==> config.mk <==
export PLATFORM = sky130hd
export DESIGN_NAME = serial_adder_16_s
export DESIGN_NICKNAME = d
export VERILOG_FILES = /design/src/rtl/adder_pkg.sv /design/src/rtl/adder_slice_4.sv /design/src/rtl/serial_adder_16_s.sv
export SDC_FILE = /design/constraint.sdc
export NUM_CORES = 1
export LEC_CHECK = 0
export BUFFER_PORTS_ARGS = -buffer_cell sky130_fd_sc_hd__buf_2
export CORE_ASPECT_RATIO = 0.75
export CORE_MARGIN = 8
export CORE_UTILIZATION = 30
export DETAILED_ROUTE_END_ITERATION = 6
export MAX_ROUTING_LAYER = met4
export PLACE_DENSITY_LB_ADDON = 0.25
export SLEW_MARGIN = 20
export SYNTH_ARGS = -nofsm -noshare
export SYNTH_HDL_FRONTEND = slang
export SYNTH_HIERARCHICAL = 1
export SYNTH_SLANG_ARGS = --single-unit
==> constraint.sdc <==
create_clock -name clk -period 2.83 [get_ports clk]
set_input_delay 0.1415 -clock clk [delete_from_list [all_inputs] [get_ports clk]]
set_output_delay 0.1415 -clock clk [all_outputs]
set_load 0.05 [all_outputs]
==> src/rtl/adder_pkg.sv <==
// Shared types and constants for the nibble-serial adder/subtractor.
package adder_pkg;

    localparam int unsigned NIBBLE_W    = 4;
    localparam int unsigned NIBBLES_DEF = 4;

    typedef enum logic [1:0] {
        S_IDLE = 2'd0,
        S_RUN  = 2'd1,
        S_DONE = 2'd2
    } state_e;

    // Index counter width; at least one bit so a single-nibble build still elaborates.
    function automatic int unsigned idx_w(input int unsigned n);
        return (n > 1) ? $clog2(n) : 1;
    endfunction

endpackage

==> src/rtl/adder_slice_4.sv <==
// Combinational 4-bit add slice with carry-out and signed-overflow flag.
module adder_slice_4
    import adder_pkg::*;
(
    input  logic [NIBBLE_W-1:0] a,
    input  logic [NIBBLE_W-1:0] b,
    input  logic                cin,
    output logic [NIBBLE_W-1:0] s,
    output logic                cout,
    output logic                ovf
);

    logic [NIBBLE_W:0]   full_sum;
    logic [NIBBLE_W-1:0] low_sum;

    always_comb begin
        full_sum = {1'b0, a} + {1'b0, b} + (NIBBLE_W + 1)'(cin);
        // Sum of the lower bits only; its top bit is the carry into the MSB.
        low_sum  = {1'b0, a[NIBBLE_W-2:0]} + {1'b0, b[NIBBLE_W-2:0]} + NIBBLE_W'(cin);
        s        = full_sum[NIBBLE_W-1:0];
        cout     = full_sum[NIBBLE_W];
        ovf      = low_sum[NIBBLE_W-1] ^ full_sum[NIBBLE_W];
    end

endmodule

==> src/rtl/serial_adder_16_s.sv <==
// Nibble-serial signed adder/subtractor with valid/ready handshakes on both sides.
module serial_adder_16_s
    import adder_pkg::*;
#(
    parameter  int unsigned NIBBLES = NIBBLES_DEF,
    localparam int unsigned W       = NIBBLE_W * NIBBLES
) (
    input  logic         clk,
    input  logic         rst,
    input  logic         in_valid,
    output logic         in_ready,
    input  logic [W-1:0] a,
    input  logic [W-1:0] b,
    input  logic         sub,
    output logic         out_valid,
    input  logic         out_ready,
    output logic [W-1:0] sum,
    output logic         cout,
    output logic         overflow,
    output logic         busy
);

    localparam int unsigned     IDX_W    = idx_w(NIBBLES);
    localparam logic [IDX_W-1:0] IDX_LAST = IDX_W'(NIBBLES - 1);

    state_e              state_q,  state_d;
    logic [W-1:0]        a_q,      a_d;
    logic [W-1:0]        b_q,      b_d;
    logic                carry_q,  carry_d;
    logic [IDX_W-1:0]    idx_q,    idx_d;
    logic [W-1:0]        sum_q,    sum_d;
    logic                cout_q,   cout_d;
    logic                ovf_q,    ovf_d;
    logic                in_ready_q;
    logic                out_valid_q;
    logic                busy_q;

    logic [NIBBLE_W-1:0] a_nib;
    logic [NIBBLE_W-1:0] b_nib;
    logic [NIBBLE_W-1:0] s_nib;
    logic                slice_cout;
    logic                slice_ovf;

    assign a_nib = a_q[NIBBLE_W*idx_q +: NIBBLE_W];
    assign b_nib = b_q[NIBBLE_W*idx_q +: NIBBLE_W];

    adder_slice_4 u_slice (
        .a    (a_nib),
        .b    (b_nib),
        .cin  (carry_q),
        .s    (s_nib),
        .cout (slice_cout),
        .ovf  (slice_ovf)
    );

    // Next-state and datapath updates.
    always_comb begin
        state_d = state_q;
        a_d     = a_q;
        b_d     = b_q;
        carry_d = carry_q;
        idx_d   = idx_q;
        sum_d   = sum_q;
        cout_d  = cout_q;
        ovf_d   = ovf_q;

        case (state_q)
            S_IDLE: begin
                if (in_valid) begin
                    a_d     = a;
                    b_d     = sub ? ~b : b;
                    carry_d = sub;
                    idx_d   = '0;
                    state_d = S_RUN;
                end
            end
            S_RUN: begin
                sum_d[NIBBLE_W*idx_q +: NIBBLE_W] = s_nib;
                carry_d = slice_cout;
                idx_d   = idx_q + IDX_W'(1);
                if (idx_q == IDX_LAST) begin
                    cout_d  = slice_cout;
                    ovf_d   = slice_ovf;
                    state_d = S_DONE;
                end
            end
            S_DONE: begin
                if (out_ready) begin
                    state_d = S_IDLE;
                end
            end
            default: begin
                state_d = S_IDLE;
            end
        endcase
    end

    // Handshake flags are registered from the next state so they track state_q exactly.
    always_ff @(posedge clk) begin
        if (rst) begin
            state_q     <= S_IDLE;
            a_q         <= '0;
            b_q         <= '0;
            carry_q     <= 1'b0;
            idx_q       <= '0;
            sum_q       <= '0;
            cout_q      <= 1'b0;
            ovf_q       <= 1'b0;
            in_ready_q  <= 1'b1;
            out_valid_q <= 1'b0;
            busy_q      <= 1'b0;
        end else begin
            state_q     <= state_d;
            a_q         <= a_d;
            b_q         <= b_d;
            carry_q     <= carry_d;
            idx_q       <= idx_d;
            sum_q       <= sum_d;
            cout_q      <= cout_d;
            ovf_q       <= ovf_d;
            in_ready_q  <= (state_d == S_IDLE);
            out_valid_q <= (state_d == S_DONE);
            busy_q      <= (state_d != S_IDLE);
        end
    end

    assign in_ready  = in_ready_q;
    assign out_valid = out_valid_q;
    assign busy      = busy_q;
    assign sum       = sum_q;
    assign cout      = cout_q;
    assign overflow  = ovf_q;

endmodule

Yosys cells after proc, flatten, opt, wreduce, memory -nomap -nowiden
Index checks and enable logic that the tools add are counted.
{"block": "word_totals", "memories": 0, "romBits": 0, "input_bits": 37, "register_bits": 58, "latchBits": 0, "output_inout_bits": 21, "ramBits": 0}
{"block": "op_classes", "n_reduce_logical": 7, "multipliers": 0, "n_lt_le_gt_ge": 0, "n_addsub": 6, "n_bitwise": 2, "muxes": 10, "n_eq_ne": 5, "shift": 4, "div_mod_pow": 0}
{"op": "$neg A4 Y34", "count": 1}
{"op": "$shift A4 B34 Y16 const A", "count": 1}
{"op": "$shiftx A4 B34 Y16", "count": 1}
{"op": "$shiftx A16 B5 Y4", "count": 2}
{"op": "$bwmux W16", "count": 1}
{"op": "$mux W16", "count": 1}
{"op": "$not A16 Y16", "count": 1}
{"op": "$mux W2", "count": 4}
{"op": "$eq A2 B2 Y1 const B", "count": 3}
{"op": "$pmux W2 S3", "count": 1}
{"op": "$reduce_and A2 Y1", "count": 3}
{"op": "$add A4 B4 Y5", "count": 1}
{"op": "$add A5 B1 Y5", "count": 1}
{"op": "$add A3 B3 Y4", "count": 1}
{"op": "$add A4 B1 Y4", "count": 1}
{"op": "$logic_not A2 Y1", "count": 2}
{"op": "$pmux W2 S2", "count": 1}
{"op": "$reduce_bool A2 Y1", "count": 2}
{"op": "$add A2 B1 Y2 const B", "count": 1}
{"op": "$eq A2 B1 Y1 const B", "count": 1}
{"op": "$ne A2 B2 Y1 const B", "count": 1}
{"op": "$pmux W1 S2", "count": 1}
{"op": "$mux W1", "count": 1}
{"op": "$xor A1 B1 Y1", "count": 1}

Depth between registers and ports, before layout
Gate-level depths: netlist of run 1.
{"block": "depth", "ltp_word": 5, "ltp_mapped": 10, "mapped_depth_nobuf": 9}

By module
The synthesis of run 1 kept the hierarchy.
{"module": "serial_adder_16_s", "cells_per_inst": 282, "n_inst": 1, "area_each_um2": 2581.2, "seq_area_each_um2": 1161.1}
{"module": "adder_slice_4", "cells_per_inst": 22, "n_inst": 1, "area_each_um2": 166.4, "seq_area_each_um2": 0.0}

Worst setup path before layout of run 1
Ideal clock, no wire load.
{"block": "synth_timing", "kind": "register to register", "from": "register idx_q[0]", "to": "register ovf_q, in the netlist overflow", "t_arrival_ns": 2.467, "required_ns": 2.760, "setup_slack_ns": 0.293, "setup_ns": 0.070, "path_stages_with_launch": 11, "period_less_slack_ns": 2.537, "cell_sequence": "dfxtp_1 > buf_4 > mux4_2 > inv_1 > fa_1 > fa_1 > nand2b_1 > a21oi_2 > xor2_1 > nand3_1 > a21oi_1"}
{"block": "synth_between", "elab_chain_len": 4}
{"item": "from (decl)", "line_no": "serial_adder_16_s.sv:30", "source": "logic [IDX_W-1:0] idx_q, idx_d;"}
{"item": "from (signal assigned)", "line_no": "serial_adder_16_s.sv:117", "source": "idx_q <= idx_d;"}
{"item": "$shiftx A16 B5 Y4", "line_no": "serial_adder_16_s.sv:44", "source": "assign a_nib = a_q[NIBBLE_W*idx_q +: NIBBLE_W];"}
{"item": "via a_nib[0]", "line_no": "serial_adder_16_s.sv:38", "source": "logic [NIBBLE_W-1:0] a_nib;"}
{"item": "$add A4 B4 Y5", "line_no": "adder_slice_4.sv:17", "source": "full_sum = {1'b0, a} + {1'b0, b} + (NIBBLE_W + 1)'(cin);"}
{"item": "$add A5 B1 Y5", "line_no": "adder_slice_4.sv:17"}
{"item": "via slice_cout", "line_no": "serial_adder_16_s.sv:41", "source": "logic slice_cout;"}
{"item": "$xor A1 B1 Y1", "line_no": "adder_slice_4.sv:22", "source": "ovf = low_sum[NIBBLE_W-1] ^ full_sum[NIBBLE_W];"}
{"item": "via slice_ovf", "line_no": "serial_adder_16_s.sv:42", "source": "logic slice_ovf;"}
{"item": "to (signal assigned)", "line_no": "serial_adder_16_s.sv:120", "source": "ovf_q <= ovf_d;"}
{"item": "to (decl)", "line_no": "serial_adder_16_s.sv:33", "source": "logic ovf_q, ovf_d;"}
The timed path passes the listed nets, and every way through them passes these cells.
A chain may end at the register's enable or synchronous reset.

Final worst setup path of run 1
Ends and elaborated chain as after synthesis.

==> results of run 1 <==
worst max-delay path: stages (launching register included):
cell      delay, ns
dfxtp_1        0.32
buf_4          0.18
mux4_2         0.34
inv_1          0.05
fa_1           0.45
fa_1           0.41
nand2b_1       0.17
a21oi_2        0.19
xor2_1         0.16
nand3_1        0.08
a21oi_1        0.13
Yosys cell counts (2+ instances only):
| cell type | count |
|---|---|
| xnor2_1 | 17 |
| nor3b_2 | 2 |
| buf_2 | 4 |
| a21oi_2 | 2 |
| nand2b_1 | 7 |
| or3b_1 | 2 |
| nand4_1 | 12 |
| a21oi_1 | 40 |
| and2b_1 | 2 |
| nand3b_1 | 4 |
| inv_1 | 11 |
| buf_4 | 6 |
| mux4_2 | 8 |
| nand3_1 | 6 |
| fa_1 | 2 |
| a211oi_1 | 16 |
| nand2_1 | 49 |
| nor2_1 | 23 |
| o21ai_0 | 2 |
| clkbuf_1 | 8 |
| ha_1 | 9 |
| dfxtp_1 | 58 |
| xor2_1 | 2 |
| and3b_1 | 3 |
final timing paths:
kind         slack [ns]  cells past startpoint        to      from
max reg2reg        0.26                     10  overflow  idx_q[0]
min                0.06                      3    a_q[5]      a[5]
min reg2reg        0.45                      2   sum[13]   sum[13]
max                0.26                     10  overflow  idx_q[0]
flip-flops by register name (all words and copies together), names as in the netlist, 2 cells and up:
register and count:
a_q 16, b_q 16, idx_q 2, state_q 2
sum 16
cells by family (layout without fill, tap and decap cells):
kind of cell               count (synthesis)  count (layout)  share of synthesized area (%)
buffers and inverters                     33              90                           5.97
AOI/OAI and AO/OA                         63              63                           13.7
adders and majority gates                 11              11                           5.56
and+or+nand+nor                          112             112                           19.9
DFF                                       58              58                           42.3
muxes                                      8               8                           6.56
xor gates and xnor gates                  19              19                           6.06
per-layer routing:
layer / track usage (%) / up-vias / part of all wire, %
li1: - / 1153 / -
met1: 15.0 / 973 / 55
met2: 15.9 / 48 / 40
met3: 4.26 / 5 / 4.9
met4: 2.49 / 0 / 0.52
met5: - / - / 0
where the power goes:
part	leakage (nW)	internal [mW]	total [mW]	switching, mW
Clock	0.165	0.840	1.20	0.364
Combinational	0.743	0.124	0.310	0.186
Sequential	0.475	0.864	0.894	0.0293
layout make-up:
cell class	count	area, µm²	area share (%)
inverter	11	41.3	1.20
clock inverter	4	72.6	2.11
sequential	58	1160	33.7
tap	112	140	4.07
clock buffer	12	267	7.75
multi-input combinational	213	1430	41.5
timing repair buffer	63	330	9.60
metrics by stage:
stage / power [mW] / worst slack, ns / area, µm²
6_report: 2.41 / 0.263 / 3440
5_1_grt: 2.52 / 0.0553 / 3440
4_1_cts: 2.44 / 0.265 / 3440
3_5_place_dp: 1.23 / 0.277 / 3100
3_3_place_gp: 1.22 / 0.344 / 3100
2_1_floorplan: 1.14 / 0.293 / 2750
==> reports/results.md, run 1 <==
| Metric | Reported | Unit |
|:---|:---|:---|
| Number of levels the H-tree was split into | 3 | - |
| Clock edge transition at the registers on the reported setup and hold paths | 0.05 | ns |
| Max clock buf depth | 2 | - |
| Fraction of synthesized cell area taken by the top area cell type | 42.3 | % |
| Fin nets | 404 | - |
| Most common cell after layout, fill and taps aside | dfxtp_1 | - |
| Maximum fanout encountered on the critical timing path | 11 | - |
| Avg Inst Size Synth | 9.04 | µm² |
| Cell type with the largest total area after synthesis | dfxtp_1 | - |
| Commonest register cell after synthesis | dfxtp_1 | - |
| Data required time of the critical path | 3.08 | ns |
| Post-cts sizing count | 0 | - |
| Pin count of the biggest net entering global routing | 49 | - |
| Layout cell share with drive strength beyond 1 | 25.8 | % |
| Period Utilization, post-route | 90.7 | % |
| Setup repair after global routing missed its margin | no | - |
| Max Fclk | 390 | MHz |
| Tightest Hold Check Type | in -> reg | - |
| Total vias in the final route | 2179 | - |
| Post-synthesis net count | 352 | - |
| IO Pins | 58 | - |
| Status | complete, no violations | - |
| Final-report setup violation count | 0 | - |
| Sequential fraction of the synthesis area | 42.3 | % |
| Gate count of the mapped netlist | 304 | - |
| Root cell of the clock tree | clkbuf_16 | - |
| DR WL/cell | 13.8 | µm |
| Row count | 30 | - |
| Total GRT Usage | 11.3 | % |
| Cell variety after synth | 33 | - |
| Horiz. Die Dim | 127 | µm |
| Initial core utilization | 30.6 | % |
| Number of DRC markers after the initial detailed-route iteration | 103 | - |
| Number of clock buffers inserted by TritonCTS | 9 | - |
| Critical path capture point type | flop | - |
| Number of instances in the placed design | 457 | - |
| Least-Margin Pin Slew | 0.630 | ns |
| Commonest cells after routing, fill and taps aside | dfxtp_1 (58), buf_2 (57), nand2_1 (49), a21oi_1 (40), nor2_1 (23) | - |
| Cell area power density | 700 | mW/mm² |
| Clock insertion delay at the later pin of the skew report | 0.32 | ns |
| Global placer's final weighted congestion | 0.801 | - |
| Number of hold violations in the final report | 0 | - |
| Core Area | 0.00897 | mm² |
| Synthesized cell area | 0.00275 | mm² |
| Vias in the first global route | 2334 | - |
| Vias per cell | 4.61 | - |
| Die Outline Area | 0.0125 | mm² |
| Congestion Overflow GR | 0 | - |
| # Post-CTS Setup Buffers | 0 | - |
| Antenna Violating Nets Remaining | 0 | - |
| HPWL after detailed placement | 4870 | µm |
| Overall routed net length | 6510 | µm |
| Relative slew margins | 58.0 | % |
| Peak ir drop on the vdd network | 0.391 | mV |
| Arr. time, crit path | 2.82 | ns |
| Wire length of the first global-routing pass | 11200 | µm |
| Fill cell total of the finished layout | 915 | - |
| Setup crit start kind | flop | - |
| Initial antenna violation count | 0 | - |
| IO Port Bufs | 57 | - |
| Crit path kind | reg -> reg | - |
| Post-synthesis register bit count | 58 | - |
| Hold buffer count at cts | 0 | - |
| Count of non-filler cells in the finished layout | 473 | - |
| Area growth syn-to-layout | 25.2 | % |
| Fraction of registers with async set/reset | 0 | % |
| Count of clock tree sinks | 58 | - |
| Core occupancy in the finished layout | 38.4 | % |
| Pre-Repair DR Iteration Count | 4 | - |
| MaxCap Viol Count | 0 | - |
| DRC viols | 0 | - |
| Floorplan die height | 98.9 | µm |
| Leakage power summed over all cells | 1.38 | nW |
| Clock tree from TritonCTS | done | - |
| Final critical-path required period | 2.57 | ns |
| Final count of pins violating max slew | 0 | - |
| Yosys Warn Count | 6 | - |
| Number of enable flip-flop cells after synthesis | 0 | - |
| Min Hold Slack | 0.0595 | ns |
| Ranking of synthesized cells by area | dfxtp_1 (42%), a21oi_1 (7.3%), nand2_1 (6.7%), mux4_2 (6.6%), xnor2_1 (5.4%) | - |
| Clock skew | 0.00686 | ns |
| Setup TNS Final | 0 | ns |
| # diodes | 0 | - |
Note: power is estimated with default switching activity, not from simulation.
==> run 2: changes to the inputs <==
--- a/config.mk
+++ b/config.mk
@@ -8,8 +8,9 @@
 export BUFFER_PORTS_ARGS = -buffer_cell sky130_fd_sc_hd__buf_2
 export CORE_ASPECT_RATIO = 0.75
 export CORE_MARGIN = 8
-export CORE_UTILIZATION = 30
+export CORE_UTILIZATION = 49
 export DETAILED_ROUTE_END_ITERATION = 6
+export GPL_TIMING_DRIVEN = 0
 export MAX_ROUTING_LAYER = met4
 export PLACE_DENSITY_LB_ADDON = 0.25
 export SLEW_MARGIN = 20
==> constraint.sdc (replaced) <==
create_clock -name clk -period 2.2 [get_ports clk]
set_input_delay 0.11 -clock clk [delete_from_list [all_inputs] [get_ports clk]]
set_output_delay 0.11 -clock clk [all_outputs]
set_load 0.05 [all_outputs]
==> reports/results.md, run 2 (synthesis gave the netlist of run 1 again) <==
| Metric | Reported | Unit |
|:---|:---|:---|
| Number of instances in the placed design | 435 | - |
| MaxCap Viol Count | 0 | - |
| Final critical-path setup slack | -0.202 | ns |
| Sum of internal, switching and leakage power | 2.69 | mW |
| Maximum fanout encountered on the critical timing path | 6 | - |
| Relative slew margins | 61.5 | % |
| Post-placement worst setup slack | -0.427 | ns |
| Clock insertion delay at the later pin of the skew report | 0.34 | ns |
| Vias in the first global route | 2517 | - |
| Setup repair after global routing missed its margin | yes | - |
| Clock edge transition at the registers on the reported setup and hold paths | 0.06 | ns |
| Fill cell total of the finished layout | 434 | - |
| Critical path capture point type | flop | - |
| Tightest Hold Check Type | in -> reg | - |
| Area occupied by multi-input gates | 0.00156 | mm² |
| Number of clock buffers inserted by TritonCTS | 9 | - |
| Floorplan die height | 80.9 | µm |
| Number of hold violations in the final report | 0 | - |
| Min Hold Slack | 0.00596 | ns |
| IO Pins | 58 | - |
| DRC viols | 0 | - |
| Crit path kind | reg -> reg | - |
| Die Outline Area | 0.00828 | mm² |
| Wire length of the first global-routing pass | 12300 | µm |
| Fin nets | 446 | - |
| Pin count of the biggest net entering global routing | 11 | - |
| Leakage power summed over all cells | 1.52 | nW |
| HPWL after detailed placement | 5000 | µm |
| Max clock buf depth | 2 | - |
| Critical Path, Cell by Cell | buf_12, buf_4, buf_6, mux4_2, ha_4, nand2_4, o21ai_4, buf_4, xor2_1, nand3_1, a21oi_1 | - |
| Final critical-path required period | 2.40 | ns |
| Setup crit start kind | flop | - |
| Final-report setup violation count | 11 | - |
| Total vias in the final route | 2454 | - |
| DR WL/cell | 15.3 | µm |
| Least-Margin Pin Slew | 0.578 | ns |
| Number of levels the H-tree was split into | 3 | - |
| Commonest cells after routing, fill and taps aside | buf_2 (60), dfxtp_1 (56), nand2_1 (48), a21oi_1 (36), nor2_1 (22) | - |
| # diodes | 0 | - |
| Clock tree from TritonCTS | done | - |
| Clock skew | 0.00809 | ns |
| Cell area power density | 721 | mW/mm² |
| Congestion Overflow GR | 0 | - |
| Number of DRC markers after the initial detailed-route iteration | 143 | - |
| CP max-delay cell | mux4_2 | - |
| Initial antenna violation count | 0 | - |
| Row count | 23 | - |
| Status | finished with violations | - |
| Most prevalent standard cell on the critical path | buf_4 | - |
| Peak ir drop on the vdd network | 0.416 | mV |
| Area growth syn-to-layout | 35.7 | % |
| Setup TNS Final | -1.52 | ns |
| Pre-Repair DR Iteration Count | 4 | - |
| Root cell of the clock tree | clkbuf_8 | - |
| Period Utilization, post-route | 109 | % |
| IO Port Bufs | 56 | - |
| Antenna Violating Nets Remaining | 0 | - |
| Most common cell after layout, fill and taps aside | buf_2 | - |
| Overall routed net length | 7330 | µm |
| Initial core utilization | 51.1 | % |
| Count of non-filler cells in the finished layout | 478 | - |
| Violations in the final reports | negative setup slack | - |
| Core Area | 0.00538 | mm² |
| Count of clock tree sinks | 58 | - |
| Layout cell share with drive strength beyond 1 | 33.0 | % |
| Final count of pins violating max slew | 0 | - |
| Global placer's final weighted congestion | 0.851 | - |
| Vias per cell | 5.13 | - |
| Arr. time, crit path | 2.67 | ns |
| Data required time of the critical path | 2.47 | ns |
| Total GRT Usage | 19.8 | % |
| Horiz. Die Dim | 102 | µm |
| Critical path's largest stage delay | 0.53 | ns |
| Sequential cell area | 0.00117 | mm² |
| Max Fclk | 416 | MHz |
==> run 2: changes by cell type in the layout (fill, tap and decap cells not counted), sizes merged <==
cell and delta:
bufinv -1, buf +19, clkbuf +12, dlygate4sd3 +13, clkinvlp -1
==> run 2: final timing paths <==
path | cells past startpoint | slack, ns | end | startpoint
setup / recovery | 11 | -0.20 | overflow | idx_q[0]
hold / removal | 3 | 0.006 | a_q[3] | a[3]
setup reg to reg | 11 | -0.20 | overflow | idx_q[0]
hold reg to reg | 2 | 0.45 | sum[4] | sum[4]
==> run 2: cell type report <==
cell class	instances	area share (%)
Sequential cell	58	31.3
Timing Repair Buffer	83	14.1
Buffer	22	3.89
Clock buffer	14	4.36
Inverter	11	1.11
Tap cell	75	2.52
Multi-Input combinational cell	213	41.8
Clock inverter	2	0.940
==> run 2: metal layers <==
metal,wire length [µm],part of all wire [%],vias to the layer above,global-route usage (%)
met4,122,1.7,0,8.47
met1,3540,48,1148,25.2
met5,0,0,-,-
li1,-,-,1230,-
met2,3230,44,64,28.7
met3,429,5.9,12,5.47
==> run 2: stage by stage <==
step                area (µm²)  util [%]
finish                    3730      69.3
global route              3730      69.3
global placement          3170      58.8
CTS                       3670      68.3
detailed placement        3170      58.8
floorplan                 2790         -
==> run 2: worst max-delay path: cells and delay by family, from the launching register on <==
kind | cells | cell delay, ns
xor+xnor | 1 | 0.14
simple gates | 2 | 0.14
flops | 1 | 0.37
compound gates | 2 | 0.35
fa+ha+maj | 1 | 0.32
mux | 1 | 0.53
buf+inv | 4 | 0.46
==> run 2: report_power, final <==
group          switching, mW  internal, mW
Clock                  0.401         0.584
Combinational          0.308         0.253
Sequential            0.0322          1.11
==> run 2: what timing repair did <==
| item | CTS | global route |
|---|---|---|
| gates cloned | 0 | 0 |
| hold endpoints to repair | 13 | 0 |
| setup endpoints to repair | 17 | 15 |
| hold buffers | 13 | 0 |
| resized for setup | 21 | 8 |
| pin swaps | 14 | 14 |
| setup buffers | 11 | 4 |
